### src/rtl/instr_fetch_unit.sv
// -----------------------------------------------------------------------------
// instr_fetch_unit
// Prefetching fetch stage for the single-cycle core. Issues in-order word
// fetches to a variable-latency instruction memory, tags each request with its
// PC in a small in-order queue, buffers returned words in a FIFO and hands
// {instr, pc, pc+4} to the core. A redirect from the core flushes the FIFO and
// discards every response still in flight at that moment.
//
// Configuration macro: IFU_BYPASS_EN
//   defined   : a response that arrives while the FIFO is empty, nothing is
//               being dropped and no redirect is active is driven straight onto
//               the instr outputs in its arrival cycle (latency 0); if the core
//               takes it in that cycle it is never written to the FIFO.
//   undefined : every response goes through the FIFO; core-side outputs come
//               from registers only (latency 1).
//
// Ports
//   clk              in   rising-edge clock
//   reset            in   asynchronous, active-low reset
//   redirect_valid   in   core takes a branch/jump this cycle
//   redirect_pc      in   new fetch PC (bits [1:0] ignored)
//   imem_req_valid   out  fetch request valid
//   imem_req_ready   in   memory accepts request
//   imem_req_addr    out  word-aligned fetch address
//   imem_resp_valid  in   response valid (request order, no backpressure)
//   imem_resp_data   in   fetched instruction word
//   instr_valid      out  instruction available to the core
//   instr_ready      in   core consumes the instruction
//   instr            out  instruction word
//   instr_pc         out  PC of instr
//   instr_pcplus4    out  instr_pc + 4 (mod 2^32)
//   o_dbg_state      out  current FSM state (IDLE=0, RUN=1, FLUSH=2)
//
// Handshakes: a transfer happens on a rising edge where valid && ready. Once
// imem_req_valid is raised it stays high with a stable address until accepted;
// the only exception is a redirect, which retargets the fetch PC. instr_valid
// is held with stable contents until instr_ready, except across a redirect.
// -----------------------------------------------------------------------------
module instr_fetch_unit #(
   parameter logic [31:0] RESET_PC        = 32'h0000_0000,
   parameter int          FIFO_DEPTH      = 4,
   parameter int          MAX_OUTSTANDING = 2
) (
   input  logic        clk,
   input  logic        reset,
   input  logic        redirect_valid,
   input  logic [31:0] redirect_pc,
   output logic        imem_req_valid,
   input  logic        imem_req_ready,
   output logic [31:0] imem_req_addr,
   input  logic        imem_resp_valid,
   input  logic [31:0] imem_resp_data,
   output logic        instr_valid,
   input  logic        instr_ready,
   output logic [31:0] instr,
   output logic [31:0] instr_pc,
   output logic [31:0] instr_pcplus4,
   output logic [1:0]  o_dbg_state
);

   localparam int PW = $clog2(FIFO_DEPTH);
   localparam int CW = $clog2(FIFO_DEPTH + 1);
   localparam int OW = $clog2(MAX_OUTSTANDING + 1);
   localparam int TW = (MAX_OUTSTANDING > 1) ? $clog2(MAX_OUTSTANDING) : 1;

   localparam logic [31:0] MAX_OUT_U = 32'(MAX_OUTSTANDING);
   localparam logic [31:0] DEPTH_U   = 32'(FIFO_DEPTH);

   typedef enum logic [1:0] {
      ST_IDLE  = 2'd0,
      ST_RUN   = 2'd1,
      ST_FLUSH = 2'd2
   } state_t;

   state_t r_state;
   state_t w_state_next;

   logic [31:0]   r_fetch_pc;
   logic [OW-1:0] r_outstanding;
   logic [OW-1:0] r_drop_cnt;

   logic [31:0]   r_fifo_instr [FIFO_DEPTH];
   logic [31:0]   r_fifo_pc    [FIFO_DEPTH];
   logic [PW-1:0] r_wr_ptr;
   logic [PW-1:0] r_rd_ptr;
   logic [CW-1:0] r_count;

   // PCs of issued requests, oldest first; responses come back in the same order
   logic [31:0]   r_tag_q [MAX_OUTSTANDING];
   logic [TW-1:0] r_tag_wr;
   logic [TW-1:0] r_tag_rd;

   logic          w_req_valid;
   logic          w_req_hs;
   logic          w_resp_acc;
   logic          w_resp_keep;
   logic [31:0]   w_resp_pc;
   logic          w_fifo_empty;
   logic          w_bypass;
   logic          w_push;
   logic          w_pop;
   logic [OW-1:0] w_out_next;
   logic [OW-1:0] w_drop_next;
   logic [31:0]   w_fetch_pc_next;
   logic [31:0]   w_head_pc;
   logic          w_unused;

   function automatic logic [TW-1:0] tag_inc(input logic [TW-1:0] p);
      return (p == TW'(MAX_OUTSTANDING - 1)) ? '0 : p + TW'(1);
   endfunction

   // A request also reserves a FIFO slot: in-flight plus buffered words never
   // exceed FIFO_DEPTH, so a response always finds room and never overflows.
   assign w_req_valid = (r_state != ST_IDLE)
                      && (32'(r_outstanding) < MAX_OUT_U)
                      && ((32'(r_outstanding) + 32'(r_count)) < DEPTH_U);
   assign w_req_hs    = w_req_valid && imem_req_ready;

   // A response with nothing outstanding is spurious and ignored entirely.
   assign w_resp_acc  = imem_resp_valid && (r_outstanding != '0);
   // Responses still counted in drop_cnt, or arriving with a redirect, are stale.
   assign w_resp_keep = w_resp_acc && (r_drop_cnt == '0) && !redirect_valid;
   assign w_resp_pc   = r_tag_q[r_tag_rd];

   assign w_fifo_empty = (r_count == '0);

`ifdef IFU_BYPASS_EN
   assign w_bypass = w_resp_keep && w_fifo_empty;
   assign w_push   = w_resp_keep && !(w_bypass && instr_ready);
`else
   assign w_bypass = 1'b0;
   assign w_push   = w_resp_keep;
`endif

   // Redirect wins over the core's consume: the whole FIFO is thrown away.
   assign w_pop = !w_fifo_empty && instr_ready && !redirect_valid;

   assign w_out_next = r_outstanding + OW'(w_req_hs) - OW'(w_resp_acc);

   // On redirect every request still in flight after this cycle (including a
   // handshake made this very cycle) belongs to the old path.
   assign w_drop_next = redirect_valid ? w_out_next :
                        (w_resp_acc && (r_drop_cnt != '0)) ? (r_drop_cnt - OW'(1)) :
                        r_drop_cnt;

   assign w_fetch_pc_next = redirect_valid ? {redirect_pc[31:2], 2'b00} :
                            w_req_hs       ? (r_fetch_pc + 32'd4) :
                            r_fetch_pc;

   assign w_unused = ^redirect_pc[1:0];

   // --------------------------------------------------------------------------
   // FSM next state
   // --------------------------------------------------------------------------
   always_comb begin
      w_state_next = r_state;
      case (r_state)
         ST_IDLE: begin
            w_state_next = ST_RUN;
         end
         ST_RUN: begin
            if (redirect_valid && (w_out_next != '0)) begin
               w_state_next = ST_FLUSH;
            end
         end
         ST_FLUSH: begin
            if (redirect_valid) begin
               w_state_next = ST_FLUSH;
            end else if (w_drop_next == '0) begin
               w_state_next = ST_RUN;
            end
         end
         default: begin
            w_state_next = ST_IDLE;
         end
      endcase
   end

   // --------------------------------------------------------------------------
   // Control state
   // --------------------------------------------------------------------------
   always_ff @(posedge clk or negedge reset) begin
      if (!reset) begin
         r_state       <= ST_IDLE;
         r_fetch_pc    <= RESET_PC;
         r_outstanding <= '0;
         r_drop_cnt    <= '0;
         r_wr_ptr      <= '0;
         r_rd_ptr      <= '0;
         r_count       <= '0;
         r_tag_wr      <= '0;
         r_tag_rd      <= '0;
      end else begin
         r_state       <= w_state_next;
         r_fetch_pc    <= w_fetch_pc_next;
         r_outstanding <= w_out_next;
         r_drop_cnt    <= w_drop_next;
         if (redirect_valid) begin
            r_wr_ptr <= '0;
            r_rd_ptr <= '0;
            r_count  <= '0;
         end else begin
            if (w_push) begin
               r_wr_ptr <= r_wr_ptr + PW'(1);
            end
            if (w_pop) begin
               r_rd_ptr <= r_rd_ptr + PW'(1);
            end
            r_count <= r_count + CW'(w_push) - CW'(w_pop);
         end
         // The tag queue tracks every issued request, stale or not, so it
         // stays aligned with the response stream across redirects.
         if (w_req_hs) begin
            r_tag_wr <= tag_inc(r_tag_wr);
         end
         if (w_resp_acc) begin
            r_tag_rd <= tag_inc(r_tag_rd);
         end
      end
   end

   // --------------------------------------------------------------------------
   // Storage (no reset needed: contents are only read behind count/tag state)
   // --------------------------------------------------------------------------
   always_ff @(posedge clk) begin
      if (w_push) begin
         r_fifo_instr[r_wr_ptr] <= imem_resp_data;
         r_fifo_pc[r_wr_ptr]    <= w_resp_pc;
      end
      if (w_req_hs) begin
         r_tag_q[r_tag_wr] <= r_fetch_pc;
      end
   end

   // --------------------------------------------------------------------------
   // Outputs
   // --------------------------------------------------------------------------
   assign imem_req_valid = w_req_valid;
   assign imem_req_addr  = r_fetch_pc;
   assign o_dbg_state    = r_state;

   assign w_head_pc = w_bypass ? w_resp_pc : (w_fifo_empty ? 32'd0 : r_fifo_pc[r_rd_ptr]);

   // Outputs read as zero whenever nothing is valid, matching the reset values.
   assign instr_valid   = w_bypass || !w_fifo_empty;
   assign instr         = w_bypass ? imem_resp_data :
                          (w_fifo_empty ? 32'd0 : r_fifo_instr[r_rd_ptr]);
   assign instr_pc      = w_head_pc;
   assign instr_pcplus4 = instr_valid ? (w_head_pc + 32'd4) : 32'd0;

endmodule
### config.mk
export PLATFORM = sky130hd
export DESIGN_NAME = instr_fetch_unit
export DESIGN_NICKNAME = d
export VERILOG_FILES = /design/src/rtl/instr_fetch_unit.sv
export SDC_FILE = /design/constraint.sdc
export NUM_CORES = 1
export LEC_CHECK = 0
export ABC_CLOCK_PERIOD_IN_PS = 4200
export BUFFER_PORTS_ARGS = -buffer_cell sky130_fd_sc_hd__buf_2
export CELL_PAD_IN_SITES_DETAIL_PLACEMENT = 0
export CELL_PAD_IN_SITES_GLOBAL_PLACEMENT = 2
export CORE_UTILIZATION = 30
export DETAILED_ROUTE_END_ITERATION = 10
export PLACE_DENSITY = 0.7
export SLEW_MARGIN = 20
export SYNTH_ARGS = -nofsm -noshare
export SYNTH_HDL_FRONTEND = slang
export SYNTH_SLANG_ARGS = --single-unit
export TNS_END_PERCENT = 5
### constraint.sdc
create_clock -name clk -period 4.2 [get_ports clk]
set_input_delay 0.84 -clock clk [delete_from_list [all_inputs] [get_ports clk]]
set_output_delay 0.84 -clock clk [all_outputs]
set_load 0.01 [all_outputs]
== After elaboration in Yosys (flattened, before gate mapping) ==
Memories as Yosys holds them, arrays and structs flattened.
Index checks and enable logic that the tools add are counted.

* Register bits after elaboration: 47
* Memory bits (writable): 320
* Output and inout port bits: 132
* Word-level logic and storage cells: 76
* Memories kept: 3

{| class="wikitable"
|+ Memory list
! name !! depth !! width !! read ports !! clocked after memory_dff !! wr ports !! RTL line !! RTL
|-
| r_fifo_instr || 4 || 32 || 1 || 0 || 1 || 82 || <nowiki>logic [31:0] r_fifo_instr [FIFO_DEPTH];</nowiki>
|-
| r_fifo_pc || 4 || 32 || 1 || 0 || 1 || 83 || <nowiki>logic [31:0] r_fifo_pc [FIFO_DEPTH];</nowiki>
|-
| r_tag_q || 2 || 32 || 1 || 0 || 1 || 89 || <nowiki>logic [31:0] r_tag_q [MAX_OUTSTANDING];</nowiki>
|}

* Add/subtract/negate cells: 12
* $lt $le $gt $ge: 2
* Eq/ne operators: 4
* Mux-type cells: 22
* Reduce and logical (&&, ||, !) cells: 24

{| class="wikitable"
|+ Operators with widths
! kind !! count
|-
| $mux W32 || 5
|-
| $add A32 B3 Y32 const B || 2
|-
| $mux W2 || 9
|-
| $reduce_bool A2 Y1 || 7
|-
| $logic_and A1 B1 Y1 || 10
|-
| $logic_not A2 Y1 || 3
|-
| $mux W1 || 6
|-
| $pmux W2 S3 || 1
|-
| $add A2 B1 Y2 const B || 2
|-
| $add A2 B3 Y4 || 1
|-
| $lt A4 B3 Y1 const B || 1
|-
| $add A3 B1 Y3 || 1
|-
| $logic_not A3 Y1 || 1
|-
| $mux W3 || 1
|-
| $ne A3 B3 Y1 const B || 1
|-
| $sub A3 B1 Y3 || 1
|-
| $add A1 B1 Y1 const B || 2
|-
| $add A2 B1 Y2 || 1
|-
| $eq A2 B1 Y1 const B || 1
|-
| $eq A2 B2 Y1 const B || 1
|-
| $logic_not A1 Y1 || 2
|-
| $lt A2 B2 Y1 const B || 1
|-
| $ne A2 B2 Y1 const B || 1
|-
| $reduce_and A2 Y1 || 1
|-
| other kinds (2) || 2
|}

== Depth between registers and ports, before layout ==
Gate-level depths: netlist (run 1).

* Depth in word-level cells: 11
* Gate-level depth with buffers: 14
* Mapped depth without buffers: 13

== Least setup slack after synthesis (run 1) ==
No wires, ideal clock.

* Path kind: register to output
* Start: register r_count[1]
* End: output port instr_pcplus4[24]
* Data arrival time: 3.441 ns
* Required time: 3.360 ns
* Slack: -0.081 ns
* Stages on the path, launching flop included: 14
* Buffers on the path: 4
* Cell sequence: dfrtp_1 nor3_1 inv_1 clkbuf_1 clkbuf_1 clkbuf_1 and2_1 ha_1 nand3_1 nand3b_4 or4b_1 buf_2 or4_1 a21oi_1

* Cells in the longest elaborated chain, start to end: 4

{| class="wikitable"
|+ RTL lines
! item !! RTL line !! RTL
|-
| from (decl) || 86 || <nowiki>logic [CW-1:0] r_count;</nowiki>
|-
| from (signal assigned) || 209 || <nowiki>r_count <= r_count + CW'(w_push) - CW'(w_pop);</nowiki>
|-
| $logic_not A3 Y1 || 125 || <nowiki>assign w_fifo_empty = (r_count == '0);</nowiki>
|-
| $mux W32 || 242 || <nowiki>assign w_head_pc = w_bypass ? w_resp_pc : (w_fifo_empty ? 32'd0 : r_fifo_pc[r_rd_ptr]);</nowiki>
|-
| via instr_pc[3] || 56 || <nowiki>output logic [31:0] instr_pc,</nowiki>
|-
| $add A32 B3 Y32 || 249 || <nowiki>assign instr_pcplus4 = instr_valid ? (w_head_pc + 32'd4) : 32'd0;</nowiki>
|-
| $mux W32 || 249 ||
|-
| to (decl) || 57 || <nowiki>output logic [31:0] instr_pcplus4,</nowiki>
|}

The timed path passes the listed nets, and every way through them passes these cells.

== Final worst setup path (run 1) ==
* Start: register r_rd_ptr[0]
* End: output port instr_pcplus4[24]

* Cells in the longest elaborated chain, start to end: 4

{| class="wikitable"
|+ RTL lines
! item !! RTL line !! RTL
|-
| from (decl) || 85 || <nowiki>logic [PW-1:0] r_rd_ptr;</nowiki>
|-
| from (signal assigned) || 207 || <nowiki>r_rd_ptr <= r_rd_ptr + PW'(1);</nowiki>
|-
| $mem_v2 Z4 W32 || n/a ||
|-
| $mux W32 || 242 ||
|-
| $add A32 B3 Y32 || 249 ||
|-
| $mux W32 || 249 ||
|}

Every way passes these cells.

==> flow_metrics.py, run 1 <==
metrics = {
    "cts": {
        "cts_tree": "done",
        "numCtsBuffers": 42,
        "cts_buffer_depth": 3,
        "worstSkewPairLatency_ps": 560,
        "htree_levels": 2,
        "clkSlewWorstSetupHoldPaths_ps": 60,
        "cts_sinks": 353,
        "cts-root-buf": "clkbuf_16",
        "cts_hold_buffers": 0,
    },
    "timing": {
        "fin_ws_ps": -71.9,
        "period_needed_ps": 4270,
        "fin_skew_ps": 20.2,
        "timing.final.crit_share_pct": 102,
        "worst_slew_pin_slew_ps": 921,
        "hold_viol": 0,
        "rsz0062_at_grt": "yes",
        "setup_viol": 1,
        "fmax_mhz": 234,
        "max_slew_margin_pct": 38.6,
        "final_max_slew_viol_count": 0,
    },
    "yosys": {
        "synth_most_common_cell": "edfxtp_1",
        "synth-seq-area-share_pct": 69.2,
        "async_flop_share_pct": 12.7,
        "synth_area_leaders": "edfxtp_1, mux4_2, dfrtp_1",
        "netlist_area_um2": 15000,
        "synth_edf_count": 308,
        "yosys.area.top_type": "edfxtp_1",
        "synth_top_cell_area_share_pct": 61.7,
        "avgSynthCellArea_um2": 16.5,
        "synthTopCellsByCount": "edfxtp_1, and2_1, nand2_1, mux4_2, dfrtp_1",
        "synth_ff_type": "edfxtp_1",
        "ys_warn_count": 0,
        "synthCells": 911,
        "ys_types": 49,
        "synth-seq-cells": 353,
    },
    "drt": {
        "drtIter0Drc": 528,
        "drc_errors": 0,
        "wl_per_cell_um": 18.6,
        "drt-pass1-iter-count": 4,
        "vias_per_cell": 4.54,
        "routed-via-count": 8359,
        "ant_nets": 0,
        "drt-total-wl_mm": 34.3,
    },
    "cells_and_area": {
        "finalInstanceArea_um2": 18300,
        "nNetsFinal": 1229,
        "fill_cells": 4654,
        "area_growth_pct": 22.2,
        "multi_input_area_um2": 4420,
        "drive_gt1_share_pct": 35.6,
        "diodes": 0,
        "layout.area.seq_um2": 10400,
    },
    "die": {
        "coreArea_um2": 49200,
        "rows": 81,
        "start_util_pct": 30.5,
        "die-area_um2": 50900,
        "die_w_um": 226,
        "ioPinCount": 202,
        "die_y_um": 226,
    },
    "grt": {
        "grt_pass1_wl_mm": 52.0,
        "grt_start_max_net_pins": 63,
        "grt_overflow": 0,
        "grt_pass1_vias": 8559,
        "grt_usage_pct": 13.7,
        "antenna_found_initial": 0,
    },
    "placement": {
        "globalplace.congestion": 0.729,
        "portBuffers": 193,
        "post_dp_cell_area_um2": 16900,
        "place_hpwl_mm": 22.9,
        "dp_slack_ps": 241,
    },
    "worst_setup_path": {
        "crit_path_end_kind": "primary output",
        "worstPathArrival_ps": 3430,
        "cp_num_buf_inv": 1,
        "rr_startpoint": "r_count[2]",
        "crit_path_max_incr_delay_ps": 600,
        "path_class": "flip-flop to primary output",
        "startpoint_type": "flip-flop",
        "cp_cell_sequence": "mux4_2 -> and2_4 -> ha_4 -> nand3_4 -> nand3b_4 -> or4b_4 -> or4_4 -> a21oi_2 -> buf_2",
        "crit_family": "simple AND/OR/NAND/NOR gates",
        "cp_slowest_cell": "or4b_4",
        "r2r_cells": 14,
        "reg2reg_to": "r_count[2]",
        "r2r_slack_ps": 1170,
        "critPathMaxFanout": 6,
        "required_ps": 3360,
    },
    "pwr": {
        "leakage_nw": 6.57,
        "vdd_drop_max_mv": 0.278,
        "cellPowerDensity_nw_per_um2": 629,
    },
    "job": {
        "maxCapViolations": 0,
    },
    "status": {
        "outcome": "finished, violations left",
        "failed_checks": "negative setup slack",
    },
    "min_path": {
        "min_path_type": "input port to asynchronous set/reset pin",
    },
}
[cells by family (layout without fill, tap and decap cells)]
logic type / Yosys count / count (layout) / share of synthesized area [%]
other: 1 / 6 / 0.0250
buffers and inverters: 63 / 326 / 2.02
flip-flops: 353 / 353 / 69.2
XOR/XNOR: 56 / 56 / 3.27
adder cells (fa/ha/maj): 13 / 13 / 1.13
AO/OA/AOI/OAI: 54 / 54 / 2.04
multiplexers: 106 / 106 / 13.0
AND/OR/NAND/NOR: 265 / 265 / 9.38
[power breakdown]
part	switching (mW)	internal [mW]	total [mW]
clock network	1.43	1.98	3.41
registers	0.208	4.27	4.48
logic	2.11	1.53	3.64
[how the worst max path moves through the flow]
stage | start | end | cells past startpoint
2_1_floorplan | r_count[1] | instr_pcplus4[24] | 13
3_3_place_gp | r_rd_ptr[0] | instr_pcplus4[24] | 9
3_5_place_dp | r_rd_ptr[0] | instr_pcplus4[24] | 9
4_1_cts | r_rd_ptr[0] | instr_pcplus4[29] | 9
5_1_grt | r_rd_ptr[0] | instr_pcplus4[24] | 9
6_report | r_rd_ptr[0] | instr_pcplus4[24] | 9
[registers in the layout (all words and copies together) (netlist names)]
register and flops:
r_tag_q 60, o_dbg_state 2, r_tag_rd 1, r_drop_cnt 2, r_fifo_pc 120, imem_req_addr 30
r_rd_ptr 2, r_tag_wr 1, r_count 3, r_outstanding 2, r_fifo_instr 128, r_wr_ptr 2
[layout by cell type (no fill, tap or decap), types with 11 or more instances in the layout]
cell type,instances
clkbuf_16,42
dfrtp_1,43
buf_2,193
ha_1,11
xor2_1,30
o21ai_0,35
nand4_1,17
edfxtp_1,308
xnor2_1,26
nor3_1,12
inv_1,16
nor2_1,42
buf_4,31
mux2_2,38
and2_1,65
nand2_1,61
mux4_2,62
nand3_1,25
[per-stage QoR]
stage | total power [mW] | hold slack [ps] | std cells | util [%] | TNS, ps
after floorplan | 6.75 | 461 | 916 | - | 0
after global placement | 8.15 | 496 | 1761 | 34.4 | 0
after detailed placement | 8.19 | 527 | 1761 | 34.4 | 0
after CTS | 11.7 | 432 | 1842 | 37.3 | -285
after global routing | 12.2 | 468 | 1843 | 37.3 | -582
final | 11.5 | 411 | 1843 | 37.3 | -71.9
[final cells by class]
cell class | count | area share [%]
Timing Repair Buffer | 232 | 7.27
Sequential cell | 353 | 56.6
Tap cell | 664 | 4.53
Clock buffer | 48 | 5.86
Inverter | 17 | 0.348
Clock inverter | 29 | 1.28
Multi-Input combinational cell | 500 | 24.1
[metal layers]
layer  vias to the layer above  part of all wire (%)  global-route usage, %
li1                       3933                     -                      -
met3                        49                   4.9                   2.55
met4                         0                   2.3                   4.87
met1                      4182                    48                   19.5
met2                       195                    45                   20.8
met5                         -                     0                      0
[what timing repair did]
action                     CTS  global route
setup endpoints to repair    8            10
pin swaps                    5             4
buffers inserted             4             1
hold endpoints to repair     0             0
cloned                       0             0
resized for setup           18             5
Note: power is estimated with default switching activity, not from simulation.
==> inputs of run 2 (changes only) <==
--- a/config.mk
+++ b/config.mk
@@ -5,15 +5,16 @@
 export SDC_FILE = /design/constraint.sdc
 export NUM_CORES = 1
 export LEC_CHECK = 0
+export ABC_AREA = 1
 export ABC_CLOCK_PERIOD_IN_PS = 4200
 export BUFFER_PORTS_ARGS = -buffer_cell sky130_fd_sc_hd__buf_2
 export CELL_PAD_IN_SITES_DETAIL_PLACEMENT = 0
 export CELL_PAD_IN_SITES_GLOBAL_PLACEMENT = 2
 export CORE_UTILIZATION = 30
 export DETAILED_ROUTE_END_ITERATION = 10
-export PLACE_DENSITY = 0.7
+export PLACE_DENSITY = 0.76
 export SLEW_MARGIN = 20
 export SYNTH_ARGS = -nofsm -noshare
 export SYNTH_HDL_FRONTEND = slang
 export SYNTH_SLANG_ARGS = --single-unit
-export TNS_END_PERCENT = 5
+export TNS_END_PERCENT = 30
==> run 2 against run 1 <==
Effect of this change:
- the run now ends clean
- total power is 9.9% higher
- sequential power increased by 4.5%
- synthesized area is 8.1% higher
- sequential share of layout area decreased by 2.7 points
- critical endpoint is now instr_pcplus4[31]
- largest power group unchanged
==> flow_metrics.py, run 2 <==
metrics = {
    "status": {
        "outcome": "complete, no violations",
    },
    "worst_setup_path": {
        "worstPathArrival_ps": 3150,
        "path_common_cell": "nand2_1",
        "cp_cell_sequence": "nor2_1 -> nand2_1 -> buf_4 -> nand3_1 -> nor2_1 -> nand2_1 -> inv_1 -> nand2_1 -> nor2_1 -> nand2_1 -> nand2_1 -> nand2_1 -> inv_1 -> buf_2",
        "reg2reg_to": "o_dbg_state[0]",
        "crit_family": "simple AND/OR/NAND/NOR gates",
        "cp_num_buf_inv": 4,
        "path_class": "flip-flop to primary output",
        "startpoint_type": "flip-flop",
        "r2r_slack_ps": 1240,
        "critPathMaxFanout": 29,
        "cp_slowest_cell": "buf_4",
        "required_ps": 3360,
        "rr_startpoint": "r_count[1]",
        "r2r_cells": 15,
        "crit_path_max_incr_delay_ps": 460,
        "crit_path_end_kind": "primary output",
    },
    "drt": {
        "vias_per_cell": 4.53,
        "drt-pass1-iter-count": 5,
        "drt-total-wl_mm": 42.6,
        "routed-via-count": 11300,
        "wl_per_cell_um": 17.0,
        "drc_errors": 0,
        "ant_nets": 0,
        "drtIter0Drc": 645,
    },
    "cells_and_area": {
        "area_growth_pct": 18.7,
        "largest_reg_flops": 128,
        "final_common_cell": "nand2_1",
        "fill_cells": 5346,
        "finalInstanceArea_um2": 19300,
        "utilization_pct": 36.3,
        "largestRegisters": "r_fifo_instr (128), r_fifo_pc (120), r_tag_q (60)",
        "drive_gt1_share_pct": 20.0,
        "layout_common_cells": "nand2_1, edfxtp_1, nor2_1, buf_2, nand3_1",
        "max_flop_register": "r_fifo_instr",
        "nNetsFinal": 1869,
    },
    "yosys": {
        "synth_top_cell_area_share_pct": 57.0,
        "synth_ff_type": "edfxtp_1",
        "synth-simple-area-share_pct": 22.6,
        "avgSynthCellArea_um2": 10.2,
        "synth-seq-area-share_pct": 64.0,
        "synth_most_common_cell": "nand2_1",
        "muxShareOfSynthArea_pct": 0,
        "synth_compound_area_share_pct": 4.40,
        "synthCells": 1588,
        "synth_edf_count": 308,
        "yosys.area.top_type": "edfxtp_1",
        "ys_types": 38,
        "synth_top_family_by_area": "simple AND/OR/NAND/NOR gates",
        "synth_xor_xnor_area_share_pct": 2.27,
        "async_flop_share_pct": 12.7,
        "synth-adder-area-share_pct": 1.05,
        "ys_warn_count": 0,
        "synth-seq-cells": 353,
        "netlist_area_um2": 16200,
        "synth_area_leaders": "edfxtp_1, nand2_1, dfrtp_1",
        "synthTopCellsByCount": "nand2_1, edfxtp_1, nor2_1, nand3_1, inv_1",
    },
    "pwr": {
        "leakage_nw": 7.92,
        "vdd_drop_max_mv": 0.306,
        "cellPowerDensity_nw_per_um2": 659,
    },
    "cts": {
        "cts_buffer_depth": 3,
        "cts_sinks": 353,
        "worstSkewPairLatency_ps": 560,
        "htree_levels": 2,
        "cts-root-buf": "clkbuf_16",
        "cts_tree": "done",
        "clkSlewWorstSetupHoldPaths_ps": 60,
        "numCtsBuffers": 39,
    },
    "grt": {
        "grt_overflow": 0,
        "grt_start_max_net_pins": 63,
        "grt_pass1_vias": 10900,
        "grt_usage_pct": 15.4,
        "antenna_found_initial": 2,
        "grt_pass1_wl_mm": 63.6,
    },
    "min_path": {
        "min_path_type": "input port to asynchronous set/reset pin",
    },
    "placement": {
        "post_dp_cell_area_um2": 17900,
        "place_hpwl_mm": 27.8,
        "portBuffers": 193,
        "globalplace.congestion": 0.797,
    },
    "die": {
        "coreArea_um2": 53000,
        "die_w_um": 235,
        "die_y_um": 235,
        "start_util_pct": 30.6,
        "die-area_um2": 55000,
        "rows": 84,
        "ioPinCount": 202,
    },
    "timing": {
        "worst_slew_pin_slew_ps": 965,
        "holdWs_ps": 240,
        "timing.final.crit_share_pct": 95.0,
        "max_slew_margin_pct": 35.6,
        "fin_skew_ps": 24.4,
        "hold_viol": 0,
        "setup_viol": 0,
        "rsz0062_at_grt": "no",
        "fmax_mhz": 251,
        "final_max_slew_viol_count": 0,
        "period_needed_ps": 3990,
    },
    "job": {
        "maxCapViolations": 0,
    },
}
-- run 2: changes by cell type in the layout (fill, tap and decap cells not counted), moves of 32 or more --
cell	before	now
nand2_1	61	432
nor2_1	42	211
inv_1	16	113
nand3_1	25	114
and2_1	65	0
mux4_2	62	0
o21ai_0	35	74
mux2_2	38	0
a21oi_1	7	39
-- run 2: report_power, final --
part | leakage, nW | switching [mW] | internal, mW
registers | 3.33 | 0.279 | 4.40
logic | 3.95 | 3.23 | 1.36
clock network | 0.630 | 1.40 | 2.02
-- run 2: area by class of cell --
type	instances	area, um^2	area share (%)
clock inverters	22	214	1.11
diodes	1	2.50	0.0130
repair buffers	222	1240	6.46
clock buffers	49	1080	5.59
multi-input cells	1048	4990	25.9
well taps	688	861	4.47
inverters	122	487	2.53
flip-flops and latches	353	10400	53.9
-- run 2: metrics by stage --
stage                     total power [mW]  TNS [ps]  std cells  setup slack [ps]
after CTS                             12.8         0       2497              5.54
after global placement                9.29         0       2424               403
after global routing                  13.5         0       2505              5.25
after floorplan                       7.59    -52900       1593              -213
after detailed placement              9.35         0       2425               367
final                                 12.7         0       2505               211
-- run 2: cells by family after synthesis --
logic type,after synthesis
other,1
adders and majority gates,13
and+or+nand+nor,854
AOI/OAI and AO/OA,133
xor gates and xnor gates,42
buffers and inverters,192
DFF,353
-- run 2: how the worst max path moves through the flow --
stage	from	end	slack, ps	depth (start not counted)
after floorplan	redirect_valid	r_fifo_instr[0][0]	-210	4
after global placement	r_rd_ptr[0]	instr_pcplus4[18]	400	16
after detailed placement	r_rd_ptr[0]	instr_pcplus4[18]	370	16
after CTS	r_rd_ptr[0]	instr_pcplus4[18]	6	16
after global routing	r_rd_ptr[0]	instr_pcplus4[31]	5	15
final	r_count[1]	instr_pcplus4[31]	210	14
-- run 2: layer usage --
| metal | vias up | global-route usage (%) | routed length, um |
|---|---|---|---|
| met5 | - | 0 | 0 |
| met4 | 0 | 4.31 | 761 |
| met3 | 49 | 2.85 | 2180 |
| met2 | 253 | 24.9 | 19600 |
| met1 | 5365 | 21.0 | 20100 |
| li1 | 5676 | - | - |
-- run 2: repair_timing --
item | 4_1_cts | 5_1_grt
resized for setup | 3 | 5
gates cloned | 0 | 0
hold endpoints to repair | 0 | 0
hold buffers | 0 | 0
buffers inserted | 1 | 7
setup endpoints to repair | 12 | 11
pin swaps | 0 | 2
==> inputs of run 3 (changes only) <==
--- a/config.mk
+++ b/config.mk
@@ -7,12 +7,12 @@
 export LEC_CHECK = 0
 export ABC_AREA = 1
 export ABC_CLOCK_PERIOD_IN_PS = 4200
-export BUFFER_PORTS_ARGS = -buffer_cell sky130_fd_sc_hd__buf_2
 export CELL_PAD_IN_SITES_DETAIL_PLACEMENT = 0
 export CELL_PAD_IN_SITES_GLOBAL_PLACEMENT = 2
 export CORE_UTILIZATION = 30
 export DETAILED_ROUTE_END_ITERATION = 10
-export PLACE_DENSITY = 0.76
+export DONT_BUFFER_PORTS = 1
+export PLACE_DENSITY = 0.71
 export SLEW_MARGIN = 20
 export SYNTH_ARGS = -nofsm -noshare
 export SYNTH_HDL_FRONTEND = slang
==> run 3 against run 2 <==
Effect of this change:
- global-route usage shrank 0.054 points
- combinational power decreased by 12%
- hold slack got worse by 87 ps
- die area did not move
- design area decreased by 4.4%
- critical endpoint is now instr_pcplus4[29]
- first-iteration DRC count decreased by 28%
- maximum frequency grew 2.2%
- total power decreased by 3.7%
- cell count decreased by 7.4%
==> flow_metrics.py, run 3 (synthesized netlist as in run 2, its figures left out) <==
metrics = {
    "cells_and_area": {
        "utilization_pct": 34.7,
        "area_growth_pct": 13.4,
        "finalInstanceArea_um2": 18400,
        "final_common_cell": "nand2_1",
        "largest_reg_flops": 128,
        "fill_cells": 5380,
        "largestRegisters": "r_fifo_instr (128), r_fifo_pc (120), r_tag_q (60)",
        "nNetsFinal": 1684,
        "drive_gt1_share_pct": 10.6,
        "max_flop_register": "r_fifo_instr",
        "layout_common_cells": "nand2_1, edfxtp_1, nor2_1, nand3_1, inv_1",
    },
    "min_path": {
        "min_path_type": "input port to asynchronous set/reset pin",
    },
    "cts": {
        "cts-root-buf": "clkbuf_16",
        "numCtsBuffers": 40,
        "worstSkewPairLatency_ps": 540,
        "cts_buffer_depth": 3,
        "cts_sinks": 353,
        "clkSlewWorstSetupHoldPaths_ps": 60,
        "cts_tree": "done",
        "htree_levels": 2,
    },
    "grt": {
        "grt_overflow": 0,
        "grt_usage_pct": 15.3,
        "grt_pass1_vias": 10300,
        "grt_pass1_wl_mm": 62.9,
        "antenna_found_initial": 1,
        "grt_start_max_net_pins": 63,
    },
    "worst_setup_path": {
        "startpoint_type": "flip-flop",
        "cp_cell_sequence": "clkinv_16 -> buf_6 -> nand2_1 -> nand3_1 -> nand3_2 -> inv_1 -> nand2_1 -> nor2_1 -> nand3_1 -> nor2_1 -> nor2_1 -> nor2_1 -> buf_4",
        "cp_num_buf_inv": 4,
        "crit_family": "simple AND/OR/NAND/NOR gates",
        "critPathMaxFanout": 51,
        "path_class": "flip-flop to primary output",
        "worstPathArrival_ps": 3060,
        "cp_slowest_cell": "dfrtp_4",
        "crit_path_end_kind": "primary output",
        "r2r_cells": 15,
        "path_common_cell": "nor2_1",
        "crit_path_max_incr_delay_ps": 580,
        "path_depth": 13,
        "required_ps": 3360,
    },
    "timing": {
        "setup_tns_ps": 0,
        "hold_viol": 0,
        "worst_slew_pin_slew_ps": 996,
        "fmax_mhz": 256,
        "max_slew_margin_pct": 33.5,
        "final_max_slew_viol_count": 0,
        "period_needed_ps": 3900,
        "fin_skew_ps": 18.8,
        "fin_ws_ps": 296,
        "setup_viol": 0,
        "rsz0062_at_grt": "no",
        "timing.final.crit_share_pct": 93.0,
    },
    "die": {
        "die-area_um2": 55000,
        "start_util_pct": 30.6,
        "die_w_um": 235,
        "rows": 84,
        "ioPinCount": 202,
        "coreArea_um2": 53000,
        "die_y_um": 235,
    },
    "pwr": {
        "p_total_mw": 12.2,
        "intPower_mw": 7.48,
        "power_frac_comb_pct": 33.2,
        "switching_share_pct": 38.8,
        "power.switching_mw": 4.74,
        "vdd_drop_max_mv": 0.345,
        "leakage_nw": 7.10,
        "clockPowerShare_pct": 28.0,
        "pwr-share-seq_pct": 38.8,
        "cellPowerDensity_nw_per_um2": 664,
    },
    "drt": {
        "drtIter0Drc": 466,
        "wl_per_cell_um": 18.3,
        "routed-via-count": 10600,
        "drt-pass1-iter-count": 4,
        "ant_nets": 0,
        "drc_errors": 0,
        "drt-total-wl_mm": 42.3,
        "vias_per_cell": 4.58,
    },
    "placement": {
        "post_dp_cell_area_um2": 16900,
        "dp_slack_ps": 538,
        "place_hpwl_mm": 27.9,
        "portBuffers": 0,
        "globalplace.congestion": 0.800,
    },
    "status": {
        "outcome": "complete, no violations",
    },
    "job": {
        "maxCapViolations": 0,
    },
}
==> run 3: cell types whose count changed in the layout (fill, tap and decap cells not counted), sizes merged <==
cell,previous run,this run
buf,221,34
clkbuf,50,52
inv,121,119
bufinv,3,4
clkinv,17,18
clkinvlp,3,2
==> run 3: cell type report <==
| type | count | area (um^2) | area share [%] |
|---|---|---|---|
| flip-flops and latches | 353 | 10400 | 56.4 |
| multi-input cells | 1048 | 4990 | 27.1 |
| clock buffers | 50 | 1080 | 5.88 |
| well taps | 688 | 861 | 4.68 |
| inverters | 122 | 484 | 2.63 |
| repair buffers | 36 | 379 | 2.06 |
| clock inverters | 21 | 220 | 1.20 |
| diodes | 1 | 2.50 | 0.0136 |
==> run 3: through the flow <==
stage          hold WS, ps  cells
2_1_floorplan          508   1593
3_3_place_gp           539   2241
3_5_place_dp           543   2241
4_1_cts                130   2313
5_1_grt                143   2318
6_report               153   2319
==> run 3: metal layers <==
| metal | global-route usage (%) | vias up | share of wire (%) |
|---|---|---|---|
| met4 | 4.05 | 0 | 2.0 |
| li1 | - | 5298 | - |
| met1 | 20.8 | 5025 | 46 |
| met3 | 3.38 | 53 | 5.6 |
| met2 | 24.7 | 235 | 46 |
| met5 | 0 | - | 0 |
==> run 3: worst paths after layout <==
check / from / end / slack (ps)
max: r_rd_ptr[0] / instr_pcplus4[29] / 300
min: reset / imem_req_addr[17] / 150
max reg2reg: r_count[1] / o_dbg_state[0] / 1100
min reg2reg: r_outstanding[0] / r_outstanding[0] / 550
max in group asynchronous: reset / r_rd_ptr[0] / 3790
min in group clk: redirect_valid / r_count[1] / 370
==> run 3: timing repair <==
| item | in CTS | in global routing |
|---|---|---|
| gates resized for setup | 2 | 10 |
| setup endpoints to repair | 5 | 10 |
| hold buffers | 1 | 0 |
| setup buffers | 0 | 3 |
| cloned | 0 | 2 |
| pin swaps | 0 | 1 |
| endpoints found under the hold margin | 45 | 0 |
==> run 3: power groups by stage <==
stage	Combinational, mW	Clock, mW	Sequential [mW]
5_1_grt	4.55	3.65	4.78
6_report	4.06	3.42	4.74
3_5_place_dp	4.05	0	4.80
2_1_floorplan	2.90	0	4.69
4_1_cts	4.08	3.52	4.73
3_3_place_gp	4.01	0	4.79
